File: config.mk
export PLATFORM = sky130hd
export DESIGN_NAME = gun_hit_seq
export DESIGN_NICKNAME = d
export VERILOG_FILES = /design/src/rtl/gun_hit_seq.sv
export SDC_FILE = /design/constraint.sdc
export NUM_CORES = 1
export LEC_CHECK = 0
export CORE_MARGIN = 2
export CORE_UTILIZATION = 60
export CTS_BUF_LIST = sky130_fd_sc_hd__clkbuf_4 sky130_fd_sc_hd__clkbuf_8 sky130_fd_sc_hd__clkbuf_16
export DETAILED_ROUTE_END_ITERATION = 8
export PLACE_DENSITY = 0.85
export SYNTH_ARGS = -nofsm -noshare
export SYNTH_HDL_FRONTEND = slang
export SYNTH_SLANG_ARGS = --single-unit
File: constraint.sdc
create_clock -name clk -period 3.05 [get_ports clk]
set_clock_uncertainty 0.15 [all_clocks]
set_input_delay 0.4575 -clock clk [delete_from_list [all_inputs] [get_ports clk]]
set_output_delay 0.4575 -clock clk [all_outputs]
set_load 0.03 [all_outputs]
File: src/rtl/gun_hit_seq.sv
// Light-gun hit sequencer: debounces the trigger, then blacks the screen and
// flashes each enabled target for one frame while counting photodiode light.
// It reports which targets were seen, or reports ambient light if the black
// frames were already lit.
module gun_hit_seq #(
  parameter int NUM_TARGETS     = 2,
  parameter int BLACK_FRAMES    = 1,
  parameter int DEBOUNCE_CYCLES = 16,
  parameter int DETECT_MIN      = 4
) (
  input  logic                   clk,
  input  logic                   reset,
  input  logic                   frame_tick,
  input  logic                   trigger,
  input  logic                   detect,
  input  logic [NUM_TARGETS-1:0] target_en,
  output logic                   blank_screen,
  output logic [NUM_TARGETS-1:0] flash_sel,
  output logic                   busy,
  output logic                   hit_valid,
  output logic [NUM_TARGETS-1:0] hit_mask,
  output logic                   ambient
);

  typedef enum logic [2:0] {IDLE, ARM, BLACK, FLASH, REPORT, HOLDOFF} state_t;

  state_t                 state_reg, state_next;
  logic                   trig_meta_reg, trig_sync_reg, det_meta_reg, det_sync_reg;
  logic                   deb_reg, deb_next, press_reg, press_next;
  logic [15:0]            deb_cnt_reg, deb_cnt_next;
  logic [NUM_TARGETS-1:0] shot_mask_reg, shot_mask_next;
  logic [NUM_TARGETS-1:0] hit_acc_reg, hit_acc_next;
  logic                   amb_acc_reg, amb_acc_next;
  logic [2:0]             idx_reg, idx_next;
  logic [3:0]             frame_cnt_reg, frame_cnt_next;
  logic [15:0]            det_cnt_reg, det_cnt_next, det_sum;
  logic                   det_seen;

  logic                   blank_next, busy_next, hit_valid_next, ambient_next;
  logic [NUM_TARGETS-1:0] flash_sel_next, hit_mask_next;

  logic [NUM_TARGETS-1:0] cur_onehot, idx_onehot_next, above_mask;
  logic                   first_found, nxt_found;
  logic [2:0]             first_idx, nxt_idx;

  // Per-target decode: current target, next-cycle target, and enabled targets above the current one.
  for (genvar gi = 0; gi < NUM_TARGETS; gi++) begin : g_tgt
    assign cur_onehot[gi]      = (idx_reg == 3'(gi));
    assign idx_onehot_next[gi] = (idx_next == 3'(gi));
    assign above_mask[gi]      = shot_mask_reg[gi] & (3'(gi) > idx_reg);
  end

  // Priority search for the lowest enabled target and the next enabled target above the current one.
  always_comb begin
    first_found = 1'b0;
    first_idx   = 3'd0;
    nxt_found   = 1'b0;
    nxt_idx     = 3'd0;
    for (int i = NUM_TARGETS - 1; i >= 0; i--) begin
      if (shot_mask_reg[i]) begin
        first_found = 1'b1;
        first_idx   = 3'(i);
      end
      if (above_mask[i]) begin
        nxt_found = 1'b1;
        nxt_idx   = 3'(i);
      end
    end
  end

  // Trigger debounce: flip only after the synced input has disagreed for DEBOUNCE_CYCLES cycles in a row.
  always_comb begin
    deb_next     = deb_reg;
    deb_cnt_next = 16'd0;
    if (trig_sync_reg != deb_reg) begin
      if (deb_cnt_reg == 16'(DEBOUNCE_CYCLES - 1)) begin
        deb_next = ~deb_reg;
      end else begin
        deb_cnt_next = deb_cnt_reg + 16'd1;
      end
    end
    press_next = deb_next & ~deb_reg;
  end

  // Saturating light count for the current frame, including the current cycle's sample.
  always_comb begin
    det_sum  = (det_cnt_reg == 16'hFFFF) ? det_cnt_reg : det_cnt_reg + {15'd0, det_sync_reg};
    det_seen = (det_sum >= 16'(DETECT_MIN));
  end

  // State register and all datapath registers.
  always_ff @(posedge clk or negedge reset) begin
    if (!reset) begin
      state_reg     <= IDLE;
      trig_meta_reg <= 1'b0;
      trig_sync_reg <= 1'b0;
      det_meta_reg  <= 1'b0;
      det_sync_reg  <= 1'b0;
      deb_reg       <= 1'b0;
      deb_cnt_reg   <= 16'd0;
      press_reg     <= 1'b0;
      shot_mask_reg <= '0;
      hit_acc_reg   <= '0;
      amb_acc_reg   <= 1'b0;
      idx_reg       <= 3'd0;
      frame_cnt_reg <= 4'd0;
      det_cnt_reg   <= 16'd0;
      blank_screen  <= 1'b0;
      flash_sel     <= '0;
      busy          <= 1'b0;
      hit_valid     <= 1'b0;
      hit_mask      <= '0;
      ambient       <= 1'b0;
    end else begin
      state_reg     <= state_next;
      trig_meta_reg <= trigger;
      trig_sync_reg <= trig_meta_reg;
      det_meta_reg  <= detect;
      det_sync_reg  <= det_meta_reg;
      deb_reg       <= deb_next;
      deb_cnt_reg   <= deb_cnt_next;
      press_reg     <= press_next;
      shot_mask_reg <= shot_mask_next;
      hit_acc_reg   <= hit_acc_next;
      amb_acc_reg   <= amb_acc_next;
      idx_reg       <= idx_next;
      frame_cnt_reg <= frame_cnt_next;
      det_cnt_reg   <= det_cnt_next;
      blank_screen  <= blank_next;
      flash_sel     <= flash_sel_next;
      busy          <= busy_next;
      hit_valid     <= hit_valid_next;
      hit_mask      <= hit_mask_next;
      ambient       <= ambient_next;
    end
  end

  // Next-state and accumulator logic; each frame_tick is acted on only by the state already active.
  always_comb begin
    state_next     = state_reg;
    shot_mask_next = shot_mask_reg;
    hit_acc_next   = hit_acc_reg;
    amb_acc_next   = amb_acc_reg;
    idx_next       = idx_reg;
    frame_cnt_next = frame_cnt_reg;
    det_cnt_next   = det_cnt_reg;
    case (state_reg)
      IDLE: begin
        if (press_reg) begin
          shot_mask_next = target_en;
          hit_acc_next   = '0;
          amb_acc_next   = 1'b0;
          state_next     = ARM;
        end
      end
      ARM: begin
        det_cnt_next   = 16'd0;
        frame_cnt_next = 4'd0;
        if (frame_tick) state_next = BLACK;
      end
      BLACK: begin
        det_cnt_next = det_sum;
        if (frame_tick) begin
          if (det_seen) amb_acc_next = 1'b1;
          det_cnt_next   = 16'd0;
          frame_cnt_next = frame_cnt_reg + 4'd1;
          if (frame_cnt_reg == 4'(BLACK_FRAMES - 1)) begin
            if (first_found) begin
              idx_next   = first_idx;
              state_next = FLASH;
            end else begin
              state_next = REPORT;
            end
          end
        end
      end
      FLASH: begin
        det_cnt_next = det_sum;
        if (frame_tick) begin
          if (det_seen) hit_acc_next = hit_acc_reg | cur_onehot;
          det_cnt_next = 16'd0;
          if (nxt_found) idx_next = nxt_idx;
          else           state_next = REPORT;
        end
      end
      REPORT:  state_next = HOLDOFF;
      HOLDOFF: if (!deb_reg) state_next = IDLE;
      default: state_next = IDLE;
    endcase
  end

  // Output values derived from the upcoming state so the registered outputs line up with it.
  always_comb begin
    blank_next     = (state_next == BLACK) || (state_next == FLASH);
    flash_sel_next = (state_next == FLASH) ? idx_onehot_next : '0;
    busy_next      = (state_next != IDLE);
    hit_valid_next = (state_next == REPORT);
    hit_mask_next  = hit_mask;
    ambient_next   = ambient;
    if (state_next == REPORT) begin
      hit_mask_next = amb_acc_next ? '0 : hit_acc_next;
      ambient_next  = amb_acc_next;
    end
  end

endmodule

==> report_table.html, run 1 <==
<table>
<tr><th>Metric</th><th>Value</th></tr>
<tr><th colspan="2">Detailed routing</th></tr>
<tr><td>Drc violations</td><td>0</td></tr>
<tr><td>Routed wire length per instance</td><td>15.43 um</td></tr>
<tr><td>First-pass iteration count of the detailed router</td><td>5</td></tr>
<tr><td>Sum of routed wire length over all layers</td><td>6867 um</td></tr>
<tr><td>Total number of vias</td><td>2,706</td></tr>
<tr><td>Routed vias/inst</td><td>6.081</td></tr>
<tr><td>First DRT Iteration DRCs</td><td>190</td></tr>
<tr><td>Antenna viol nets, final</td><td>0</td></tr>
<tr><th colspan="2">Cells and area</th></tr>
<tr><td>Layout overhead on the synthesized area</td><td>12.44%</td></tr>
<tr><td>Antenna diodes</td><td>0</td></tr>
<tr><td>Fin area</td><td>3620 um2</td></tr>
<tr><td>Final design utilization</td><td>0.7042</td></tr>
<tr><td>Fraction of final layout cells sized beyond drive strength 1</td><td>0.09333</td></tr>
<tr><td>Total Nets Final</td><td>382</td></tr>
<tr><th colspan="2">Placed design</th></tr>
<tr><td>Routability congestion estimate</td><td>0.8923</td></tr>
<tr><td>Port buffer count</td><td>14</td></tr>
<tr><td>Detailed-placement wirelength estimate</td><td>4682 um</td></tr>
<tr><td>Placed Area</td><td>3421 um2</td></tr>
<tr><th colspan="2">Critical path</th></tr>
<tr><td>Maximum fanout along the worst path</td><td>4</td></tr>
<tr><td>Standard cell with the maximum stage delay on the critical path</td><td>sky130_fd_sc_hd__or4_4</td></tr>
<tr><td>Critical Path End Type</td><td>flop</td></tr>
<tr><td>Critical Path AT</td><td>2.96 ns</td></tr>
<tr><td>Crit path cell chain</td><td>ha_2, ha_1, and4_1, nand2_1, or4_4, a2111oi_4, nand4_2, a211o_1, o21a_1</td></tr>
<tr><td>Data required time at the worst endpoint</td><td>3.13 ns</td></tr>
<tr><td>Combined buffer and inverter count along the critical path</td><td>0</td></tr>
<tr><td>Critical Path Max Stage Delay</td><td>0.55 ns</td></tr>
<tr><td>Crit Path Category</td><td>reg2reg</td></tr>
<tr><td>Top Family by Delay on Critical Path</td><td>simple AND/OR/NAND/NOR gates</td></tr>
<tr><td>Critical Path Source Type</td><td>flop</td></tr>
<tr><th colspan="2">Synth</th></tr>
<tr><td>Dominant synthesized flop cell</td><td>sky130_fd_sc_hd__dfrtp_1</td></tr>
<tr><td>Number of flops mapped to enable cells by yosys</td><td>0</td></tr>
<tr><td>Post-synth top area share</td><td>0.4742</td></tr>
<tr><td>Seq/Total Area, Yosys</td><td>0.4742</td></tr>
<tr><td>Post-Synthesis Net Count</td><td>364</td></tr>
<tr><td>Netlist area before placement</td><td>3219 um2</td></tr>
<tr><td>Fraction of registers with async set or reset after synthesis</td><td>1.000</td></tr>
<tr><td>Number of unique standard cell types used by synthesis</td><td>57</td></tr>
<tr><td>Gate count after technology mapping</td><td>352</td></tr>
<tr><td>Synthesis Warnings</td><td>0</td></tr>
<tr><td>Post-synthesis register bit count</td><td>61</td></tr>
<tr><td>Largest cells by area after synthesis</td><td>sky130_fd_sc_hd__dfrtp_1 (47%), sky130_fd_sc_hd__nor2_1 (4.8%), sky130_fd_sc_hd__nand2_1 (4.7%)</td></tr>
<tr><td>Mean Syn Cell Area</td><td>9.146 um2</td></tr>
<tr><td>Leading area contributor after synthesis</td><td>sky130_fd_sc_hd__dfrtp_1</td></tr>
<tr><th colspan="2">Clock network</th></tr>
<tr><td>TritonCTS Buffers</td><td>9</td></tr>
<tr><td>Sinks on the clock net</td><td>61</td></tr>
<tr><td>Post-CTS Setup Inserts</td><td>0</td></tr>
<tr><td>Clock transition at the register clock pins on the worst setup and hold paths after CTS</td><td>0.07 ns</td></tr>
<tr><td>Buffer type at the clock tree root</td><td>sky130_fd_sc_hd__clkbuf_8</td></tr>
<tr><td>Number of levels in the clock H-tree</td><td>3</td></tr>
<tr><td>Insertion delay of the later-clocked pin in the worst-skew pair</td><td>0.34 ns</td></tr>
<tr><td>Clock tree from TritonCTS</td><td>built</td></tr>
<tr><td>Max Root-Sink Buffers</td><td>2</td></tr>
<tr><th colspan="2">Global routing</th></tr>
<tr><td>Wire length of the first global-routing pass</td><td>11,620 um</td></tr>
<tr><td>Total track usage</td><td>0.2455</td></tr>
<tr><td>Vias in the first global route</td><td>2,573</td></tr>
<tr><td>Initial antenna violation count</td><td>0</td></tr>
<tr><td>Remaining global-route overflow</td><td>0</td></tr>
<tr><td>Maximum number of pins on one net before global-route repair</td><td>37</td></tr>
<tr><th colspan="2">Timing</th></tr>
<tr><td>RSZ-0062 raised after global routing</td><td>no</td></tr>
<tr><td>Final critical-path required period</td><td>2.885 ns</td></tr>
<tr><td>Worst max-slew margin expressed relative to the limit</td><td>0.5156</td></tr>
<tr><td>Final-report max-slew violation count</td><td>0</td></tr>
<tr><td>Number of endpoints failing setup at the final stage</td><td>0</td></tr>
<tr><td>Final Hold Violating Endpoints</td><td>0</td></tr>
<tr><td>Sum of negative setup slack</td><td>0 ns</td></tr>
<tr><td>Peak clock frequency supported by timing</td><td>346.6 MHz</td></tr>
<tr><td>Post-route clock period utilization</td><td>0.9459</td></tr>
<tr><td>Worst Tran Pin Value</td><td>0.7240 ns</td></tr>
<tr><th colspan="2">Status</th></tr>
<tr><td>Status</td><td>complete, no violations</td></tr>
<tr><th colspan="2">Power and ir drop</th></tr>
<tr><td>Peak VDD IR</td><td>0.6639 mV</td></tr>
<tr><td>Leakage power</td><td>1.517 nW</td></tr>
<tr><td>Power per cell area</td><td>598.0 nW/um2</td></tr>
<tr><th colspan="2">Die</th></tr>
<tr><td>Vertical extent of the die</td><td>77.25 um</td></tr>
<tr><td>Number of placement rows</td><td>26</td></tr>
<tr><td>Die area</td><td>5968 um2</td></tr>
<tr><td>Initial Utilization</td><td>0.6263</td></tr>
<tr><td>Core Region</td><td>5140 um2</td></tr>
<tr><td>Die X</td><td>77.25 um</td></tr>
<tr><td>Number of top-level pins</td><td>15</td></tr>
<tr><th colspan="2">Flow run</th></tr>
<tr><td>Count of maximum capacitance violations</td><td>0</td></tr>
<tr><th colspan="2">Min path</th></tr>
<tr><td>Hold/Removal Path Class</td><td>reg2reg</td></tr>
</table>
## cell usage after synthesis (6+ instances only)
library cell,instances
sky130_fd_sc_hd__dfrtp_1,61
sky130_fd_sc_hd__nor2_1,41
sky130_fd_sc_hd__nand2_1,40
sky130_fd_sc_hd__o21ai_0,30
sky130_fd_sc_hd__a21oi_1,22
sky130_fd_sc_hd__inv_1,11
sky130_fd_sc_hd__nand3_1,10
sky130_fd_sc_hd__nand4_1,9
sky130_fd_sc_hd__a31oi_1,8
sky130_fd_sc_hd__or3_1,8
sky130_fd_sc_hd__and3_1,7
sky130_fd_sc_hd__clkbuf_1,7
sky130_fd_sc_hd__nor4_1,7
sky130_fd_sc_hd__xor2_1,7
sky130_fd_sc_hd__nor3_1,6
sky130_fd_sc_hd__xnor2_1,6
## logic make-up (layout without fill, tap and decap cells)
family	Yosys count	after routing	synth area share
AOI/OAI and AO/OA	90	90	0.1765
xor gates and xnor gates	13	13	0.03537
adders and majority gates	5	5	0.01943
buffers and inverters	25	48	0.03614
DFF	61	61	0.4742
muxes	4	4	0.01360
and+or+nand+nor	154	154	0.2448
## metal layers
metal	wire [um]	part of all wire	vias up	global-route usage
met3	371	0.054	10	0.06824
met4	90	0.013	0	0.09286
met5	0	0	-	0
li1	-	-	1305	-
met1	3098	0.45	1310	0.3261
met2	3306	0.48	81	0.3843
## area by class of cell
class                   count  area (um2)
clock inverters             5       35.03
fillers                   406        1520
repair buffers             20       195.2
clock buffers              11       151.4
multi-input cells         266        1579
well taps                  70       87.58
flip-flops and latches     61        1526
inverters                  12       45.04
## report_power, final
group	switching [mW]	internal, mW	total, mW	leakage, nW
Combinational	0.344	0.197	0.541	0.609
Sequential	0.0883	0.879	0.967	0.813
Clock	0.318	0.338	0.656	0.0953
Total	0.750	1.41	2.16	1.52
## final timing paths
check | startpoint | to | slack, ns | cells after the start
worst max-delay path | det_cnt_reg[0]$_DFFE_PN0P_ | ambient$_DFFE_PN0P_ | 0.16 | 9
worst min register to register | det_meta_reg$_DFF_PN0_ | det_sync_reg$_DFF_PN0_ | 0.21 | 0
max in group asynchronous | reset | frame_cnt_reg[0]$_DFFE_PN0P_ | 1.68 | 3
min in group asynchronous | reset | idx_reg[0]$_DFF_PN0_ | 0.51 | 2
worst min-delay path | det_meta_reg$_DFF_PN0_ | det_sync_reg$_DFF_PN0_ | 0.21 | 0
worst max register to register | det_cnt_reg[0]$_DFFE_PN0P_ | ambient$_DFFE_PN0P_ | 0.16 | 9
## through the flow
stage                     cells  hold WS, ns  power [mW]  worst slack, ns
after CTS                   445       0.2152       2.170           0.1573
after global routing        445       0.2265       2.282          0.01585
after floorplan             352      0.01191       1.322           0.2988
after global placement      428       0.1839       1.492           0.2633
final                       445       0.2085       2.165           0.1649
after detailed placement    428       0.1942       1.510           0.1815
## cell usage in the layout (no fill, tap or decap), types with 4 or more instances in the layout
master | synthesis | final
sky130_fd_sc_hd__nand2_1 | 40 | 40
sky130_fd_sc_hd__nor3_1 | 6 | 6
sky130_fd_sc_hd__xor2_1 | 7 | 7
sky130_fd_sc_hd__nor2_1 | 41 | 41
sky130_fd_sc_hd__nand4_1 | 9 | 9
sky130_fd_sc_hd__a21oi_1 | 22 | 22
sky130_fd_sc_hd__or3_1 | 8 | 8
sky130_fd_sc_hd__ha_1 | 5 | 4
sky130_fd_sc_hd__nor2b_1 | 4 | 4
sky130_fd_sc_hd__dfrtp_1 | 61 | 61
sky130_fd_sc_hd__o21ai_0 | 30 | 30
sky130_fd_sc_hd__and3_1 | 7 | 7
sky130_fd_sc_hd__a31oi_1 | 8 | 8
sky130_fd_sc_hd__xnor2_1 | 6 | 6
sky130_fd_sc_hd__nand3_1 | 10 | 10
sky130_fd_sc_hd__buf_4 | 0 | 4
sky130_fd_sc_hd__nand2b_1 | 4 | 4
sky130_fd_sc_hd__nor4_1 | 7 | 7
sky130_fd_sc_hd__o31ai_1 | 4 | 4
sky130_fd_sc_hd__inv_1 | 11 | 11
sky130_fd_sc_hd__clkbuf_8 | 1 | 11
sky130_fd_sc_hd__clkdlybuf4s50_1 | 0 | 13
## repair_timing
action / in CTS / in global routing
hold buffers: 1 / 0
endpoints found under the hold margin: 25 / 0
gates resized for setup: 0 / 1
setup endpoints to repair: 0 / 3
No activity file was read; power rests on OpenSTA's default activity.
==> run 2: changes to the inputs <==
--- a/config.mk
+++ b/config.mk
@@ -6,10 +6,10 @@
 export NUM_CORES = 1
 export LEC_CHECK = 0
 export CORE_MARGIN = 2
-export CORE_UTILIZATION = 60
+export CORE_UTILIZATION = 30
 export CTS_BUF_LIST = sky130_fd_sc_hd__clkbuf_4 sky130_fd_sc_hd__clkbuf_8 sky130_fd_sc_hd__clkbuf_16
 export DETAILED_ROUTE_END_ITERATION = 8
-export PLACE_DENSITY = 0.85
+export PLACE_DENSITY = 0.51
 export SYNTH_ARGS = -nofsm -noshare
 export SYNTH_HDL_FRONTEND = slang
 export SYNTH_SLANG_ARGS = --single-unit
==> report_table.html, run 2 (synthesized netlist as in run 1, its figures left out) <==
<table>
<tr><th>Metric</th><th>Value</th></tr>
<tr><th colspan="2">Status</th></tr>
<tr><td>Status</td><td>complete, no violations</td></tr>
<tr><th colspan="2">Cells and area</th></tr>
<tr><td>Layout overhead on the synthesized area</td><td>15.51%</td></tr>
<tr><td>Number of filler cells placed in the layout</td><td>1,096</td></tr>
<tr><td>Commonest cells after routing, fill and taps aside</td><td>sky130_fd_sc_hd__dfrtp_1 (61), sky130_fd_sc_hd__nor2_1 (41), sky130_fd_sc_hd__nand2_1 (40), sky130_fd_sc_hd__o21ai_0 (30), sky130_fd_sc_hd__a21oi_1 (22)</td></tr>
<tr><td>Most common library cell in the layout ignoring fill and taps</td><td>sky130_fd_sc_hd__dfrtp_1</td></tr>
<tr><td>Fraction of final layout cells sized beyond drive strength 1</td><td>0.1005</td></tr>
<tr><td>Final design utilization</td><td>0.3586</td></tr>
<tr><td>Sequential cell area in the final layout</td><td>1526 um2</td></tr>
<tr><td>Multi-input logic area</td><td>1577 um2</td></tr>
<tr><td>Antenna diodes</td><td>0</td></tr>
<tr><td>Total Nets Final</td><td>385</td></tr>
<tr><th colspan="2">Die</th></tr>
<tr><td>Vertical extent of the die</td><td>107.6 um</td></tr>
<tr><td>Number of placement rows</td><td>37</td></tr>
<tr><td>Number of top-level pins</td><td>15</td></tr>
<tr><td>Die X</td><td>107.6 um</td></tr>
<tr><td>Core Region</td><td>10,370 um2</td></tr>
<tr><td>Initial Utilization</td><td>0.3104</td></tr>
<tr><td>Die area</td><td>11,580 um2</td></tr>
<tr><th colspan="2">Clock network</th></tr>
<tr><td>Post-CTS Hold Buffers</td><td>0</td></tr>
<tr><td>Clock transition at the register clock pins on the worst setup and hold paths after CTS</td><td>0.08 ns</td></tr>
<tr><td>Post-CTS Setup Inserts</td><td>0</td></tr>
<tr><td>Number of levels in the clock H-tree</td><td>3</td></tr>
<tr><td>Count of instances resized after the clock tree is built</td><td>0</td></tr>
<tr><td>Insertion delay of the later-clocked pin in the worst-skew pair</td><td>0.33 ns</td></tr>
<tr><td>Max Root-Sink Buffers</td><td>2</td></tr>
<tr><td>Buffer type at the clock tree root</td><td>sky130_fd_sc_hd__clkbuf_8</td></tr>
<tr><td>TritonCTS Buffers</td><td>9</td></tr>
<tr><td>Clock tree from TritonCTS</td><td>built</td></tr>
<tr><td>Sinks on the clock net</td><td>61</td></tr>
<tr><th colspan="2">Critical path</th></tr>
<tr><td>CP most frequent cell</td><td>sky130_fd_sc_hd__ha_1</td></tr>
<tr><td>Crit path cell chain</td><td>ha_1, ha_1, and4_1, nand2_1, or4_4, a2111oi_4, nand4_2, a211o_1, o21a_1</td></tr>
<tr><td>Critical Path Source Type</td><td>flop</td></tr>
<tr><td>Critical Path Max Stage Delay</td><td>0.55 ns</td></tr>
<tr><td>Register-to-register path setup slack</td><td>0.17 ns</td></tr>
<tr><td>Top Family by Delay on Critical Path</td><td>simple AND/OR/NAND/NOR gates</td></tr>
<tr><td>Data required time at the worst endpoint</td><td>3.12 ns</td></tr>
<tr><td>Critical Path End Type</td><td>flop</td></tr>
<tr><td>Standard cell with the maximum stage delay on the critical path</td><td>sky130_fd_sc_hd__or4_4</td></tr>
<tr><td>Combined buffer and inverter count along the critical path</td><td>0</td></tr>
<tr><td>Maximum fanout along the worst path</td><td>4</td></tr>
<tr><td>Critical Path AT</td><td>2.95 ns</td></tr>
<tr><td>Crit Path Category</td><td>reg2reg</td></tr>
<tr><th colspan="2">Timing</th></tr>
<tr><td>Number of endpoints failing setup at the final stage</td><td>0</td></tr>
<tr><td>Peak clock frequency supported by timing</td><td>347.2 MHz</td></tr>
<tr><td>Post-route clock period utilization</td><td>0.9443</td></tr>
<tr><td>Final-report max-slew violation count</td><td>0</td></tr>
<tr><td>Final critical-path required period</td><td>2.880 ns</td></tr>
<tr><td>Hold WS</td><td>0.02658 ns</td></tr>
<tr><td>RSZ-0062 raised after global routing</td><td>no</td></tr>
<tr><td>Worst Tran Pin Value</td><td>0.7383 ns</td></tr>
<tr><td>Final Hold Violating Endpoints</td><td>0</td></tr>
<tr><td>Worst max-slew margin expressed relative to the limit</td><td>0.5078</td></tr>
<tr><td>Sum of negative setup slack</td><td>0 ns</td></tr>
<tr><th colspan="2">Power and ir drop</th></tr>
<tr><td>Leakage power</td><td>1.536 nW</td></tr>
<tr><td>Total power</td><td>2.247 mW</td></tr>
<tr><td>Power per cell area</td><td>604.1 nW/um2</td></tr>
<tr><td>Peak VDD IR</td><td>0.2781 mV</td></tr>
<tr><th colspan="2">Flow run</th></tr>
<tr><td>Count of maximum capacitance violations</td><td>0</td></tr>
<tr><th colspan="2">Detailed routing</th></tr>
<tr><td>Sum of routed wire length over all layers</td><td>7255 um</td></tr>
<tr><td>Antenna viol nets, final</td><td>0</td></tr>
<tr><td>First-pass iteration count of the detailed router</td><td>5</td></tr>
<tr><td>Routed vias/inst</td><td>5.179</td></tr>
<tr><td>Routed wire length per instance</td><td>14.11 um</td></tr>
<tr><td>Total number of vias</td><td>2,662</td></tr>
<tr><td>Drc violations</td><td>0</td></tr>
<tr><td>First DRT Iteration DRCs</td><td>138</td></tr>
<tr><th colspan="2">Global routing</th></tr>
<tr><td>Wire length of the first global-routing pass</td><td>12,670 um</td></tr>
<tr><td>Vias in the first global route</td><td>2,563</td></tr>
<tr><td>Maximum number of pins on one net before global-route repair</td><td>34</td></tr>
<tr><td>Remaining global-route overflow</td><td>0</td></tr>
<tr><td>Total track usage</td><td>0.1379</td></tr>
<tr><td>Initial antenna violation count</td><td>0</td></tr>
<tr><th colspan="2">Placed design</th></tr>
<tr><td>Detailed-placement wirelength estimate</td><td>5114 um</td></tr>
<tr><td>Routability congestion estimate</td><td>0.8701</td></tr>
<tr><td>Port buffer count</td><td>14</td></tr>
<tr><th colspan="2">Min path</th></tr>
<tr><td>Hold/Removal Path Class</td><td>in2async</td></tr>
</table>
-- run 2: cell count changes in the layout (fill, tap and decap cells not counted), sizes merged --
cell	before	now
bufinv	0	1
buf	6	10
dlygate4sd3	1	0
clkbuf	11	9
inv	11	12
-- run 2: final cells by class --
class                   count  share of cell area
flip-flops and latches     61              0.4105
inverters                  12             0.01211
clock buffers               9             0.03331
well taps                 136             0.04576
repair buffers             23             0.05451
multi-input cells         266              0.4240
clock inverters             7             0.01985
-- run 2: worst paths after layout --
path / startpoint / to / depth (start not counted)
max: det_cnt_reg[0]$_DFFE_PN0P_ / ambient$_DFFE_PN0P_ / 9
min: reset / det_cnt_reg[9]$_DFFE_PN0P_ / 1
max reg2reg: det_cnt_reg[0]$_DFFE_PN0P_ / ambient$_DFFE_PN0P_ / 9
min reg2reg: trig_meta_reg$_DFF_PN0_ / trig_sync_reg$_DFF_PN0_ / 0
max in group asynchronous: reset / det_sync_reg$_DFF_PN0_ / 2
min in group clk: trig_meta_reg$_DFF_PN0_ / trig_sync_reg$_DFF_PN0_ / 0
-- run 2: stage by stage --
stage               instance area, um2  std cells  worst slack (ns)
global route                      3719        514           0.02179
finish                            3719        514            0.1700
detailed placement                3521        498            0.2030
global placement                  3521        498            0.2437
floorplan                         3219        352            0.2988
CTS                               3719        514            0.1877
-- run 2: metal layers --
| metal | global-route usage | vias up | wire length [um] |
|---|---|---|---|
| met5 | 0 | - | 0 |
| li1 | - | 1313 | - |
| met4 | 0.03022 | 0 | 30 |
| met2 | 0.2044 | 56 | 3277 |
| met1 | 0.1995 | 1291 | 3662 |
| met3 | 0.03874 | 2 | 284 |
-- run 2: power breakdown --
group / switching [mW] / leakage, nW / total (mW) / internal, mW
Clock: 0.342 / 0.0996 / 0.721 / 0.380
Sequential: 0.0873 / 0.813 / 0.966 / 0.879
Combinational: 0.355 / 0.624 / 0.559 / 0.204
==> run 3: changes to the inputs <==
--- a/config.mk
+++ b/config.mk
@@ -5,10 +5,10 @@
 export SDC_FILE = /design/constraint.sdc
 export NUM_CORES = 1
 export LEC_CHECK = 0
-export CORE_MARGIN = 2
 export CORE_UTILIZATION = 30
 export CTS_BUF_LIST = sky130_fd_sc_hd__clkbuf_4 sky130_fd_sc_hd__clkbuf_8 sky130_fd_sc_hd__clkbuf_16
 export DETAILED_ROUTE_END_ITERATION = 8
+export GPL_ROUTABILITY_DRIVEN = 0
 export PLACE_DENSITY = 0.51
 export SYNTH_ARGS = -nofsm -noshare
 export SYNTH_HDL_FRONTEND = slang
==> report_table.html, run 3 (synthesized netlist as in run 1, its figures left out) <==
<table>
<tr><th>Metric</th><th>Value</th></tr>
<tr><th colspan="2">Critical path</th></tr>
<tr><td>Critical Path End Type</td><td>flop</td></tr>
<tr><td>Crit Path Category</td><td>reg2reg</td></tr>
<tr><td>Critical Path Source Type</td><td>flop</td></tr>
<tr><td>Critical Path AT</td><td>2.92 ns</td></tr>
<tr><td>Maximum fanout along the worst path</td><td>4</td></tr>
<tr><td>Data required time at the worst endpoint</td><td>3.12 ns</td></tr>
<tr><th colspan="2">Timing</th></tr>
<tr><td>Final-report max-slew violation count</td><td>0</td></tr>
<tr><td>RSZ-0062 raised after global routing</td><td>no</td></tr>
<tr><td>Worst max-slew margin expressed relative to the limit</td><td>0.6195</td></tr>
<tr><td>Number of endpoints failing setup at the final stage</td><td>0</td></tr>
<tr><td>Worst Tran Pin Value</td><td>0.5628 ns</td></tr>
<tr><td>Final critical-path required period</td><td>2.847 ns</td></tr>
<tr><td>Peak clock frequency supported by timing</td><td>351.3 MHz</td></tr>
<tr><td>Hold WS</td><td>0.1986 ns</td></tr>
<tr><td>Post-route clock period utilization</td><td>0.9334</td></tr>
<tr><td>Sum of negative setup slack</td><td>0 ns</td></tr>
<tr><td>Final Hold Violating Endpoints</td><td>0</td></tr>
<tr><th colspan="2">Global routing</th></tr>
<tr><td>Initial antenna violation count</td><td>0</td></tr>
<tr><td>Vias in the first global route</td><td>2,593</td></tr>
<tr><td>Total track usage</td><td>0.1462</td></tr>
<tr><td>Maximum number of pins on one net before global-route repair</td><td>36</td></tr>
<tr><td>Wire length of the first global-routing pass</td><td>12,790 um</td></tr>
<tr><td>Remaining global-route overflow</td><td>0</td></tr>
<tr><th colspan="2">Cells and area</th></tr>
<tr><td>Layout overhead on the synthesized area</td><td>15.78%</td></tr>
<tr><td>Antenna diodes</td><td>0</td></tr>
<tr><td>Total Nets Final</td><td>387</td></tr>
<tr><td>Most common library cell in the layout ignoring fill and taps</td><td>sky130_fd_sc_hd__dfrtp_1</td></tr>
<tr><td>Commonest cells after routing, fill and taps aside</td><td>sky130_fd_sc_hd__dfrtp_1 (61), sky130_fd_sc_hd__nor2_1 (41), sky130_fd_sc_hd__nand2_1 (40), sky130_fd_sc_hd__o21ai_0 (30), sky130_fd_sc_hd__a21oi_1 (22)</td></tr>
<tr><td>Fraction of final layout cells sized beyond drive strength 1</td><td>0.09814</td></tr>
<tr><td>Final design utilization</td><td>0.3594</td></tr>
<tr><th colspan="2">Power and ir drop</th></tr>
<tr><td>Total power</td><td>2.243 mW</td></tr>
<tr><td>Leakage power</td><td>1.540 nW</td></tr>
<tr><td>Power per cell area</td><td>601.6 nW/um2</td></tr>
<tr><td>Switching Share</td><td>0.3342</td></tr>
<tr><td>Proportion of power drawn by flip-flops and latches</td><td>0.430</td></tr>
<tr><td>Relative contribution of combinational cells to total power</td><td>0.251</td></tr>
<tr><td>Share of total power in the clock network</td><td>0.319</td></tr>
<tr><td>Cell internal power dissipation</td><td>1.493 mW</td></tr>
<tr><td>Peak VDD IR</td><td>0.2386 mV</td></tr>
<tr><td>Switching power total</td><td>749.4 uW</td></tr>
<tr><th colspan="2">Detailed routing</th></tr>
<tr><td>Sum of routed wire length over all layers</td><td>7271 um</td></tr>
<tr><td>Total number of vias</td><td>2,650</td></tr>
<tr><td>Routed vias/inst</td><td>5.166</td></tr>
<tr><td>Routed wire length per instance</td><td>14.17 um</td></tr>
<tr><td>First DRT Iteration DRCs</td><td>104</td></tr>
<tr><td>Antenna viol nets, final</td><td>0</td></tr>
<tr><td>First-pass iteration count of the detailed router</td><td>4</td></tr>
<tr><td>Drc violations</td><td>0</td></tr>
<tr><th colspan="2">Clock network</th></tr>
<tr><td>Clock tree from TritonCTS</td><td>built</td></tr>
<tr><td>Clock transition at the register clock pins on the worst setup and hold paths after CTS</td><td>0.07 ns</td></tr>
<tr><td>TritonCTS Buffers</td><td>9</td></tr>
<tr><td>Buffer type at the clock tree root</td><td>sky130_fd_sc_hd__clkbuf_8</td></tr>
<tr><td>Number of levels in the clock H-tree</td><td>3</td></tr>
<tr><td>Insertion delay of the later-clocked pin in the worst-skew pair</td><td>0.34 ns</td></tr>
<tr><td>Sinks on the clock net</td><td>61</td></tr>
<tr><td>Max Root-Sink Buffers</td><td>2</td></tr>
<tr><th colspan="2">Die</th></tr>
<tr><td>Die X</td><td>105.6 um</td></tr>
<tr><td>Number of top-level pins</td><td>15</td></tr>
<tr><td>Core Region</td><td>10,370 um2</td></tr>
<tr><td>Number of placement rows</td><td>37</td></tr>
<tr><td>Initial Utilization</td><td>0.3104</td></tr>
<tr><td>Die area</td><td>11,150 um2</td></tr>
<tr><td>Vertical extent of the die</td><td>105.6 um</td></tr>
<tr><th colspan="2">Placed design</th></tr>
<tr><td>Detailed-placement wirelength estimate</td><td>5125 um</td></tr>
<tr><td>Port buffer count</td><td>14</td></tr>
<tr><th colspan="2">Status</th></tr>
<tr><td>Status</td><td>complete, no violations</td></tr>
<tr><th colspan="2">Flow run</th></tr>
<tr><td>Count of maximum capacitance violations</td><td>0</td></tr>
<tr><th colspan="2">Min path</th></tr>
<tr><td>Hold/Removal Path Class</td><td>reg2reg</td></tr>
</table>
## run 3: cell count changes in the layout (fill, tap and decap cells not counted)
cell / before / now
sky130_fd_sc_hd__clkinv_2: 2 / 1
sky130_fd_sc_hd__dlygate4sd3_1: 0 / 1
sky130_fd_sc_hd__clkinvlp_4: 1 / 0
sky130_fd_sc_hd__buf_4: 9 / 10
sky130_fd_sc_hd__clkbuf_8: 9 / 11
sky130_fd_sc_hd__ha_2: 0 / 1
sky130_fd_sc_hd__inv_6: 1 / 0
sky130_fd_sc_hd__ha_1: 5 / 4
sky130_fd_sc_hd__clkinv_4: 2 / 0
## run 3: cell type report
cell class	count	area, um2
Tap cell	136	170.2
Inverter	12	45.04
Sequential cell	61	1526
Timing Repair Buffer	25	220.2
Clock buffer	11	151.4
Fill cell	1100	6643
Clock inverter	2	35.03
Multi-Input combinational cell	266	1579
## run 3: timing repair
item | in CTS | in global routing
hold buffers | 1 | 0
buffers inserted | 0 | 0
setup endpoints to repair | 0 | 1
gates resized for setup | 0 | 1
hold endpoints to repair | 5 | 0
## run 3: worst paths after layout
kind / startpoint / endpoint / slack [ns] / depth (start not counted)
setup reg to reg: det_cnt_reg[0]$_DFFE_PN0P_ / ambient$_DFFE_PN0P_ / 0.20 / 9
max in group asynchronous: reset / busy$_DFF_PN0_ / 1.76 / 3
min in group asynchronous: reset / det_cnt_reg[4]$_DFFE_PN0P_ / 0.32 / 2
setup / recovery: det_cnt_reg[0]$_DFFE_PN0P_ / ambient$_DFFE_PN0P_ / 0.20 / 9
hold reg to reg: trig_meta_reg$_DFF_PN0_ / trig_sync_reg$_DFF_PN0_ / 0.20 / 0
hold / removal: trig_meta_reg$_DFF_PN0_ / trig_sync_reg$_DFF_PN0_ / 0.20 / 0
## run 3: per-stage QoR
stage	instances	setup WS, ns	area (um2)
finish	513	0.2031	3727
detailed placement	499	0.1999	3528
global route	513	0.01366	3727
CTS	513	0.1860	3725
floorplan	352	0.2988	3219
global placement	499	0.2199	3528
## run 3: worst max-delay path, cell delays in order, from the launching register on
cell and delay [ns]:
sky130_fd_sc_hd__dfrtp_1 0.37, sky130_fd_sc_hd__ha_2 0.21, sky130_fd_sc_hd__ha_1 0.15, sky130_fd_sc_hd__and4_1 0.19
sky130_fd_sc_hd__nand2_1 0.08, sky130_fd_sc_hd__or4_4 0.55, sky130_fd_sc_hd__a2111oi_4 0.37, sky130_fd_sc_hd__nand4_2 0.18
sky130_fd_sc_hd__a211o_1 0.36, sky130_fd_sc_hd__o21a_1 0.11
## run 3: metal layers
layer,share of wire,vias up,GRT usage,wire (um)
li1,-,1309,-,-
met1,0.48,1269,0.2009,3504
met2,0.45,62,0.2195,3296
met3,0.046,10,0.03896,336
met4,0.018,0,0.05556,133
met5,0,-,0,0
## run 3: power groups by stage
| stage | clock (mW) | sequential, mW | combinational [mW] |
|---|---|---|---|
| after floorplan | 0 | 0.983 | 0.339 |
| after global placement | 0 | 0.980 | 0.560 |
| after detailed placement | 0 | 0.978 | 0.566 |
| after CTS | 0.738 | 0.964 | 0.570 |
| after global routing | 0.770 | 0.978 | 0.640 |
| final | 0.715 | 0.965 | 0.563 |
